--- src/rtl/w_rom_rd_sched_if.sv ---
// Request, stream-control and ROM-port signals of the weight-ROM read scheduler.
// The master side holds the requesters and the consumer; the slave side is the scheduler.
interface w_rom_rd_sched_if #(
    parameter int unsigned ADDR_WIDTH = 9
);
    logic                  s_req;
    logic [ADDR_WIDTH-1:0] s_base;
    logic [ADDR_WIDTH:0]   s_len;
    logic                  s_rdy;
    logic                  s_ack;
    logic                  s_done;
    logic                  d_req;
    logic [ADDR_WIDTH-1:0] d_addr;
    logic                  d_ack;
    logic                  rom_cen_b;
    logic [ADDR_WIDTH-1:0] rom_addr;
    logic                  rd_valid;
    logic                  rd_src;
    logic                  rd_last;

    modport master (
        output s_req, s_base, s_len, s_rdy, d_req, d_addr,
        input  s_ack, s_done, d_ack, rom_cen_b, rom_addr, rd_valid, rd_src, rd_last
    );

    modport slave (
        input  s_req, s_base, s_len, s_rdy, d_req, d_addr,
        output s_ack, s_done, d_ack, rom_cen_b, rom_addr, rd_valid, rd_src, rd_last
    );
endinterface

--- src/rtl/w_rom_rd_sched.sv ---
// Shares one weight-ROM read port between streaming bursts and single debug reads,
// and tags each returned word (after ROM_LATENCY cycles) with source and last-of-burst.
module w_rom_rd_sched #(
    parameter int unsigned DATA_DEPTH  = 512,
    parameter int unsigned ADDR_WIDTH  = $clog2(DATA_DEPTH),
    parameter int unsigned ROM_LATENCY = 1
) (
    input  logic             clk,
    input  logic             rst_b,
    w_rom_rd_sched_if.slave  bus
);
    localparam int unsigned LEN_W = ADDR_WIDTH + 1;

    typedef enum logic [1:0] {
        IDLE,
        BURST,
        DRAIN
    } state_e;

    state_e                 state_q, state_d;
    logic [ADDR_WIDTH-1:0]  addr_q, addr_d;
    logic [LEN_W-1:0]       left_q, left_d;
    logic [ADDR_WIDTH-1:0]  hold_q;
    logic                   zdone_q, zdone_d;
    logic [ROM_LATENCY-1:0] pv_q, ps_q, pl_q;

    logic                   iss;
    logic                   iss_src;
    logic                   iss_last;
    logic [ADDR_WIDTH-1:0]  iss_addr;
    logic                   s_ack_w;
    logic                   d_ack_w;
    logic                   pipe_done;
    logic                   s_done_w;

    assign pipe_done = pv_q[ROM_LATENCY-1] & ~ps_q[ROM_LATENCY-1] & pl_q[ROM_LATENCY-1];
    assign s_done_w  = pipe_done | zdone_q;

    // Acks and issues are decided in the request cycle so a level request is
    // consumed exactly once; iss_addr doubles as the held address when idle.
    always_comb begin
        state_d  = state_q;
        addr_d   = addr_q;
        left_d   = left_q;
        zdone_d  = 1'b0;
        iss      = 1'b0;
        iss_src  = 1'b0;
        iss_last = 1'b0;
        iss_addr = hold_q;
        s_ack_w  = 1'b0;
        d_ack_w  = 1'b0;

        case (state_q)
            BURST: begin
                if (bus.s_rdy) begin
                    iss      = 1'b1;
                    iss_addr = addr_q;
                    iss_last = (left_q == LEN_W'(1));
                    addr_d   = addr_q + ADDR_WIDTH'(1);
                    left_d   = left_q - LEN_W'(1);
                    if (left_q == LEN_W'(1)) begin
                        state_d = DRAIN;
                    end
                end else if (bus.d_req) begin
                    iss      = 1'b1;
                    iss_src  = 1'b1;
                    iss_addr = bus.d_addr;
                    d_ack_w  = 1'b1;
                end
            end
            IDLE, DRAIN: begin
                if (bus.d_req) begin
                    iss      = 1'b1;
                    iss_src  = 1'b1;
                    iss_addr = bus.d_addr;
                    d_ack_w  = 1'b1;
                end else if (state_q == IDLE && bus.s_req) begin
                    s_ack_w = 1'b1;
                    addr_d  = bus.s_base;
                    left_d  = bus.s_len;
                    if (bus.s_len == '0) begin
                        zdone_d = 1'b1;
                    end else begin
                        state_d = BURST;
                    end
                end
                if (state_q == DRAIN && s_done_w) begin
                    state_d = IDLE;
                end
            end
            default: begin
                state_d = IDLE;
            end
        endcase

        if (rst_b) begin
            iss      = 1'b0;
            iss_src  = 1'b0;
            iss_last = 1'b0;
            iss_addr = '0;
            s_ack_w  = 1'b0;
            d_ack_w  = 1'b0;
        end
    end

    always_ff @(posedge clk) begin
        if (rst_b) begin
            state_q <= IDLE;
            addr_q  <= '0;
            left_q  <= '0;
            hold_q  <= '0;
            zdone_q <= 1'b0;
            pv_q    <= '0;
            ps_q    <= '0;
            pl_q    <= '0;
        end else begin
            state_q <= state_d;
            addr_q  <= addr_d;
            left_q  <= left_d;
            hold_q  <= iss_addr;
            zdone_q <= zdone_d;
            pv_q    <= ROM_LATENCY'({pv_q, iss});
            ps_q    <= ROM_LATENCY'({ps_q, iss_src});
            pl_q    <= ROM_LATENCY'({pl_q, iss_last});
        end
    end

    assign bus.rom_cen_b = ~iss;
    assign bus.rom_addr  = iss_addr;
    assign bus.s_ack     = s_ack_w;
    assign bus.d_ack     = d_ack_w;
    assign bus.s_done    = ~rst_b & s_done_w;
    assign bus.rd_valid  = ~rst_b & pv_q[ROM_LATENCY-1];
    assign bus.rd_src    = ~rst_b & ps_q[ROM_LATENCY-1];
    assign bus.rd_last   = ~rst_b & pl_q[ROM_LATENCY-1];
endmodule

--- src/flat_wrapper.sv ---
// flat-port wrapper written by rule: the top's interface ports become plain ports
module w_rom_rd_sched_flat 
#(
    parameter int unsigned DATA_DEPTH  = 512,
    parameter int unsigned ADDR_WIDTH  = $clog2(DATA_DEPTH),
    parameter int unsigned ROM_LATENCY = 1
)
  (clk, rst_b, bus_s_req, bus_s_base, bus_s_len, bus_s_rdy, bus_d_req, bus_d_addr, bus_s_ack, bus_s_done, bus_d_ack, bus_rom_cen_b, bus_rom_addr, bus_rd_valid, bus_rd_src, bus_rd_last);
  w_rom_rd_sched_if #(.ADDR_WIDTH(ADDR_WIDTH)) bus_i ();
  input  logic clk;
  input  logic rst_b;
  input wire logic [$bits(bus_i.s_req)-1:0] bus_s_req;
  input wire logic [$bits(bus_i.s_base)-1:0] bus_s_base;
  input wire logic [$bits(bus_i.s_len)-1:0] bus_s_len;
  input wire logic [$bits(bus_i.s_rdy)-1:0] bus_s_rdy;
  input wire logic [$bits(bus_i.d_req)-1:0] bus_d_req;
  input wire logic [$bits(bus_i.d_addr)-1:0] bus_d_addr;
  output wire logic [$bits(bus_i.s_ack)-1:0] bus_s_ack;
  output wire logic [$bits(bus_i.s_done)-1:0] bus_s_done;
  output wire logic [$bits(bus_i.d_ack)-1:0] bus_d_ack;
  output wire logic [$bits(bus_i.rom_cen_b)-1:0] bus_rom_cen_b;
  output wire logic [$bits(bus_i.rom_addr)-1:0] bus_rom_addr;
  output wire logic [$bits(bus_i.rd_valid)-1:0] bus_rd_valid;
  output wire logic [$bits(bus_i.rd_src)-1:0] bus_rd_src;
  output wire logic [$bits(bus_i.rd_last)-1:0] bus_rd_last;
  assign bus_i.s_req = bus_s_req;
  assign bus_i.s_base = bus_s_base;
  assign bus_i.s_len = bus_s_len;
  assign bus_i.s_rdy = bus_s_rdy;
  assign bus_i.d_req = bus_d_req;
  assign bus_i.d_addr = bus_d_addr;
  assign bus_s_ack = bus_i.s_ack;
  assign bus_s_done = bus_i.s_done;
  assign bus_d_ack = bus_i.d_ack;
  assign bus_rom_cen_b = bus_i.rom_cen_b;
  assign bus_rom_addr = bus_i.rom_addr;
  assign bus_rd_valid = bus_i.rd_valid;
  assign bus_rd_src = bus_i.rd_src;
  assign bus_rd_last = bus_i.rd_last;
  w_rom_rd_sched #(.DATA_DEPTH(DATA_DEPTH), .ADDR_WIDTH(ADDR_WIDTH), .ROM_LATENCY(ROM_LATENCY)) u_core (.clk(clk), .rst_b(rst_b), .bus(bus_i));
endmodule
--- config.mk ---
export PLATFORM = sky130hd
export DESIGN_NAME = w_rom_rd_sched_flat
export DESIGN_NICKNAME = d
export VERILOG_FILES = /design/src/rtl/w_rom_rd_sched_if.sv /design/src/rtl/w_rom_rd_sched.sv /design/src/flat_wrapper.sv
export SDC_FILE = /design/constraint.sdc
export NUM_CORES = 1
export LEC_CHECK = 0
export CORE_ASPECT_RATIO = 0.6
export CORE_MARGIN = 2
export CORE_UTILIZATION = 48
export DETAILED_ROUTE_END_ITERATION = 8
export PLACE_DENSITY = 0.81
export RECOVER_POWER = 25
export SYNTH_ARGS = -nofsm -noshare
export SYNTH_HDL_FRONTEND = slang
export SYNTH_SLANG_ARGS = --single-unit
--- constraint.sdc ---
create_clock -name clk -period 2 [get_ports clk]
set_input_delay 0.4 -clock clk [delete_from_list [all_inputs] [get_ports clk]]
set_output_delay 0.4 -clock clk [all_outputs]
set_load 0.005 [all_outputs]
==> results.yml, run 1 <==
clock_network:
  cts_max_level: 2
  clk_latency_ns: 0.29
  cts_buffers: 5
  clock-sinks: 34
  cts_max_path_buffers: 2
  cts_tree: "done"
  clk_pin_slew_ns: 0.07
  cts_root_buf: "clkbuf_8"
logic_synthesis:
  synth_area_sq_mm: 0.00189
  synth.area.mux_share_pct: 2.64
  ys_async_sr_fraction_pct: 0
  syn-instance-count: 225
  synth_top_area_cell: "dfxtp_1"
  synth_cell_types: 45
  syn_area_per_cell_sq_um: 8.41
  synth.area.top_cells: "dfxtp_1 36%, nor2_1 7.1%, a222oi_1 5.8%, a21oi_1 3.7%, a2111oi_4 2.9%"
  synth_top_family_by_area: "compound AO/OA/AOI/OAI gates"
  synth-edff-count: 0
  yosys.area_share.simple_pct: 23.5
  synth_top_area_share_pct: 36.0
  synth_nets: 261
  ys_ff_latch: 34
  synth-compound-area-share_pct: 29.7
  yosysWarnings: 0
  synth_adder_area_share_pct: 1.98
  synthXorXnorAreaFrac_pct: 0
  yosysSeqAreaShare_pct: 36.0
  synth_ff_type: "dfxtp_1"
route:
  met2WireLength_microns: 3380
  routed_wl_microns: 7450
  dr.pass1.iters: 6
  via_count: 2422
  drt-met1-wl_microns: 3110
  top_layer_used: "met4"
  wl_met3_microns: 674
  wl_per_cell_microns: 19.3
  ant_nets: 0
  drc: 0
  routed_via_density: 6.26
  drtIter0Drc: 241
worst_setup_path:
  cp-start-kind: "flop"
  crit_fanout: 6
  crit_start: "u_core.state_q[0]"
  critPathRequiredTime_ns: 1.60
  timing.rr.start: "u_core.state_q[0]"
  path_class: "reg -> out"
  arrival_ns: 1.87
  cp-end-kind: "output port"
sta:
  finalHoldViolCount: 0
  fin_crit_sh_pct: 113
  grt_setup_unrepaired: "yes"
  slew_viol_final: 0
  final-setup-viol-count: 10
  min_period_ns: 2.27
  setup_slack_ns: -0.267
  fmax_ghz: 0.441
  slew_headroom_pct: 60.7
  fin_skew_ns: 0.0113
  max_slew.worst_pin.slew_ns: 0.586
global_route:
  antenna_found_initial: 0
  grt_usage_pct: 33.8
  grt_pass1_wl_microns: 11500
  grt_pass1_vias: 2291
  grt_max_degree: 23
  globalRouteOverflowTotal: 0
run_status:
  status: "complete, but fails checks"
  violations: "setup timing"
worst_hold_path:
  holdCritPathClass: "in -> reg"
  min_from: "bus_d_req"
placement:
  dp_hpwl_microns: 4220
  port_buffers: 48
  dp_cells: 335
  gp_congestion: 0.889
  place_ws_ns: -0.675
floorplanning:
  die_w_microns: 85.1
  die_area_sq_mm: 0.00448
  coreArea_sq_mm: 0.00372
  initial_core_util_pct: 50.9
  rows: 17
  ios: 49
  die_h_microns: 52.6
finish:
  n_antenna_cell: 0
  drive_gt1_share_pct: 32.1
  fillers: 243
  area_growth_pct: 59.8
  nNetsFinal: 376
  instances_no_fill: 387
power_and_ir_drop:
  switchingPower_mw: 0.578
  powerDensity_mw_per_mm2: 616
  combPwrFrac_pct: 32.0
  switching_share_pct: 31.1
  p_leak_nw: 1.25
  vdd_drop_max_v: 0.000448
  p_int_mw: 1.28
  clkPwrFrac_pct: 26.3
  p_seq_share_pct: 41.7
job:
  maxCapViolations: 0
-- cell usage after synthesis, drive strengths merged (3+ instances only) --
cell	number
a222oi	11
ha	3
o211ai	3
o2111ai	3
nand2b	5
o22ai	3
inv	8
nor4	3
mux2i	5
a211oi	7
o21ai	14
nor3	6
nand2	8
clkbuf	12
a21oi	14
buf	6
dfxtp	34
nor2	36
nor3b	3
nand4	4
a22oi	7
a21o	3
-- layout make-up --
type                            count  area [sq um]  area share (%)
Multi-Input combinational cell    167          1160            38.3
Timing Repair Buffer              124          1010            33.5
Sequential cell                    34           688            22.7
Clock buffer                        7          76.3            2.52
Tap cell                           47          58.8            1.94
Inverter                            8          30.0           0.993
-- final timing paths --
kind | to | slack (ns) | depth (start not counted)
setup reg to reg | u_core.hold_q[3] | -0.25 | 14
hold reg to reg | u_core.left_q[7] | 0.53 | 2
hold / removal | u_core.ps_q | 0.49 | 2
setup / recovery | bus_rom_addr[4] | -0.27 | 6
-- flip-flops by register name, summed over array words and instances (netlist names) --
register	cells
u_core.left_q	10
u_core.addr_q	9
u_core.hold_q	9
u_core.state_q	2
u_core.pl_q	1
u_core.ps_q	1
u_core.pv_q	1
u_core.zdone_q	1
-- routing by layer --
metal / up-vias / track usage (%)
li1: 1084 / -
met1: 1145 / 43.0
met2: 160 / 57.8
met3: 33 / 7.40
met4: 0 / 10.8
met5: - / 0
-- cell families (layout without fill, tap and decap cells) --
group | Yosys count | after routing
adder cells (fa/ha/maj) | 3 | 3
buffers and inverters | 26 | 139
AO/OA/AOI/OAI | 74 | 75
AND/OR/NAND/NOR | 83 | 84
flip-flops | 34 | 34
multiplexers | 5 | 5
-- cell usage in the layout, fill, tap and decap left out, types with 3 or more instances in the layout --
cell type / synthesis / final
a211oi_1: 7 / 7
a21oi_1: 14 / 13
a222oi_1: 11 / 11
a22oi_1: 7 / 7
buf_2: 2 / 10
buf_4: 1 / 71
buf_6: 2 / 4
clkbuf_8: 0 / 5
clkdlybuf4s50_1: 0 / 33
dfxtp_1: 34 / 32
dlygate4sd2_1: 0 / 3
ha_1: 3 / 3
inv_1: 8 / 8
mux2i_1: 5 / 5
nand2_1: 8 / 8
nand2b_1: 5 / 5
nand4_1: 4 / 4
nor2_1: 36 / 33
nor3_1: 6 / 6
nor3b_1: 3 / 3
nor4_1: 3 / 3
o2111ai_1: 3 / 3
o211ai_1: 3 / 3
o21ai_0: 5 / 5
o21ai_1: 9 / 8
o22ai_1: 3 / 3
-- power by group through the flow --
stage	sequential (mW)	clock, mW	combinational [mW]
after floorplan	0.771	0	0.247
after global placement	0.784	0	0.451
after detailed placement	0.786	0	0.464
after CTS	0.771	0.480	0.553
after global routing	0.783	0.524	0.638
final	0.777	0.490	0.595
-- repair_timing --
action | in CTS | in global routing
pin swaps | 17 | 13
resized for setup | 52 | 19
hold endpoints to repair | 0 | 0
cloned | 1 | 1
setup endpoints to repair | 26 | 16
setup buffers | 39 | 14
hold buffers | 0 | 0
-- critical path: stages, from the launching register on --
cell and delay (ns):
dfxtp_4 0.38, buf_6 0.13, a21o_4 0.24, a222oi_1 0.43, buf_4 0.21, nor2_1 0.06
buf_2 0.13
-- stage by stage --
stage	area, sq um	hold WS, ns	util [%]	total power [mW]	TNS, ns
final	3030	0.492	81.3	1.86	-1.42
after global routing	3030	0.486	81.3	1.95	-2.06
after floorplan	1890	0.470	-	1.02	0
after CTS	2990	0.520	80.2	1.80	-0.448
after detailed placement	2630	0.501	70.6	1.25	-12.04
after global placement	2630	0.490	70.6	1.23	-10.62
No activity file was read; power rests on OpenSTA's default activity.
==> inputs of run 2 (changes only) <==
CTS_CLUSTER_SIZE = 12   (was unset)
GPL_TIMING_DRIVEN = 0   (was unset)
==> run 2 against run 1 <==
Against the previous run:
- the flow still finishes with violations (setup timing)
- core utilization is 5.9 points lower
- clock-buffer cell count did not move
- non-clock buffer count down 33
- critical path depth did not move
==> results.yml, run 2 (same netlist as run 1, synthesis figures left out) <==
run_status:
  status: "complete, but fails checks"
  violations: "setup timing"
worst_setup_path:
  timing.rr.start: "u_core.state_q[0]"
  cp-start-kind: "flop"
  critPathMaxStageDelay_ns: 0.44
  r2r_end: "u_core.hold_q[4]"
  r2r_slack_ns: -0.18
  path_buf_inv: 3
  cp_top_family: "compound AO/OA/AOI/OAI gates"
  worstPathCellList: "buf_6, and3b_2, buf_6, a222oi_1, nor2_1, buf_2"
  slowest_stage: "a222oi_1"
  crit_top_cell: "buf_6"
  critPathRequiredTime_ns: 1.60
  cp-end-kind: "output port"
  reg2reg_depth: 13
  arrival_ns: 1.82
  crit_fanout: 7
  crit_start: "u_core.state_q[0]"
  path_class: "reg -> out"
clock_network:
  clk_pin_slew_ns: 0.07
  cts_max_path_buffers: 2
  cts_buffers: 5
  cts_max_level: 2
  cts_tree: "done"
  cts_root_buf: "clkbuf_8"
  clk_latency_ns: 0.29
  clock-sinks: 34
floorplanning:
  rows: 17
  coreArea_sq_mm: 0.00372
  die_area_sq_mm: 0.00448
  initial_core_util_pct: 50.9
  die_w_microns: 85.1
  ios: 49
  die_h_microns: 52.6
finish:
  reg.largest.list: "u_core.left_q: 10 flops, u_core.addr_q: 9 flops, u_core.hold_q: 9 flops"
  regArea_sq_um: 683
  area_growth_pct: 48.2
  fillers: 273
  mostFrequentLayoutCells: "34 x nor2_1, 33 x clkdlybuf4s50_1, 32 x dfxtp_1"
  utilization_pct: 75.4
  multi_input_area_sq_mm: 0.00115
  top_register: "u_core.left_q"
  drive_gt1_share_pct: 23.8
  nNetsFinal: 342
  largest_register_ff_count: 10
  instances_no_fill: 354
  n_antenna_cell: 0
  mostFrequentLayoutCell: "nor2_1"
power_and_ir_drop:
  vdd_drop_max_v: 0.000481
  combPwrFrac_pct: 28.3
  switching_share_pct: 31.0
  p_int_mw: 1.27
  clkPwrFrac_pct: 29.5
  p_seq_share_pct: 42.2
  switchingPower_mw: 0.569
  powerDensity_mw_per_mm2: 654
  p_leak_nw: 1.10
  p_total_mw: 1.84
worst_hold_path:
  hold_depth: 2
  min_from: "u_core.hold_q[1]"
  holdCritPathClass: "reg -> reg"
  whs_endpoint: "u_core.hold_q[1]"
sta:
  max_slew.worst_pin.slew_ns: 0.792
  slew_viol_final: 0
  final-setup-viol-count: 12
  fmax_ghz: 0.451
  setup_slack_ns: -0.217
  min_period_ns: 2.22
  grt_setup_unrepaired: "yes"
  slew_headroom_pct: 46.8
  fin_crit_sh_pct: 111
  finalHoldViolCount: 0
  fin_hold_ws_ns: 0.520
  fin_skew_ns: 0.00776
route:
  via_count: 2282
  ant_nets: 0
  routed_via_density: 6.45
  drtIter0Drc: 345
  dr.pass1.iters: 5
  drc: 0
  wl_per_cell_microns: 19.5
  routed_wl_microns: 6910
job:
  maxCapViolations: 0
global_route:
  grt_usage_pct: 30.5
  antenna_found_initial: 0
  grt_pass1_wl_microns: 10400
  globalRouteOverflowTotal: 0
  grt_max_degree: 11
  grt_pass1_vias: 2004
placement:
  gp_congestion: 0.871
  dp_cells: 319
  dp_hpwl_microns: 4010
  port_buffers: 47
  place_ws_ns: -1.00
==> run 2: through the flow <==
stage / cell area (sq um) / TNS [ns]
floorplan: 1890 / 0
global placement: 2420 / -17.21
detailed placement: 2420 / -18.74
CTS: 2710 / -0.872
global route: 2810 / -2.74
finish: 2810 / -1.81
==> run 2: what timing repair did <==
action / CTS / global route
endpoints found under the hold margin: 0 / 0
setup buffers: 25 / 4
pin swaps: 14 / 8
gates cloned: 1 / 1
hold buffers: 0 / 0
gates resized for setup: 66 / 25
endpoints found under the setup margin: 30 / 23
==> run 2: per-layer routing <==
metal	share of wire, %	GRT usage (%)	wire (microns)
met1	43	42.0	2970
met2	44	51.0	3070
met3	11	6.61	738
met4	2.0	3.44	138
met5	0	0	0
==> run 2: layout make-up <==
cell class | count | share of cell area [%]
plain buffers | 14 | 3.12
clock buffers | 7 | 3.08
clock inverters | 1 | 0.178
inverters | 8 | 1.07
multi-input cells | 166 | 41.0
flip-flops and latches | 34 | 24.3
well taps | 47 | 2.10
repair buffers | 77 | 25.1
==> run 2: power groups by stage <==
stage,sequential [mW],combinational [mW],clock (mW)
global placement,0.783,0.398,0
detailed placement,0.783,0.406,0
floorplan,0.771,0.247,0
finish,0.776,0.520,0.541
global route,0.782,0.557,0.568
CTS,0.769,0.462,0.535
==> run 2: worst max path at each step <==
stage          cells past startpoint              end  slack [ns]
2_1_floorplan                      6  bus_rom_addr[0]        0.16
5_1_grt                            6  bus_rom_addr[3]       -0.29
3_5_place_dp                       7  bus_rom_addr[4]       -1.00
4_1_cts                            6  bus_rom_addr[3]       -0.11
6_report                           6  bus_rom_addr[4]       -0.22
3_3_place_gp                       7  bus_rom_addr[3]       -1.01
==> run 2: worst min-delay path: stages (launching register included) <==
cell and delay (ns):
dfxtp_1 0.31, a222oi_1 0.09, nor2_1 0.08
==> inputs of run 3 (changes only) <==
CAP_MARGIN = 10   (was unset)
==> results of run 3 <==
No change in the layout: final DEF, timing and power equal those of run 2.
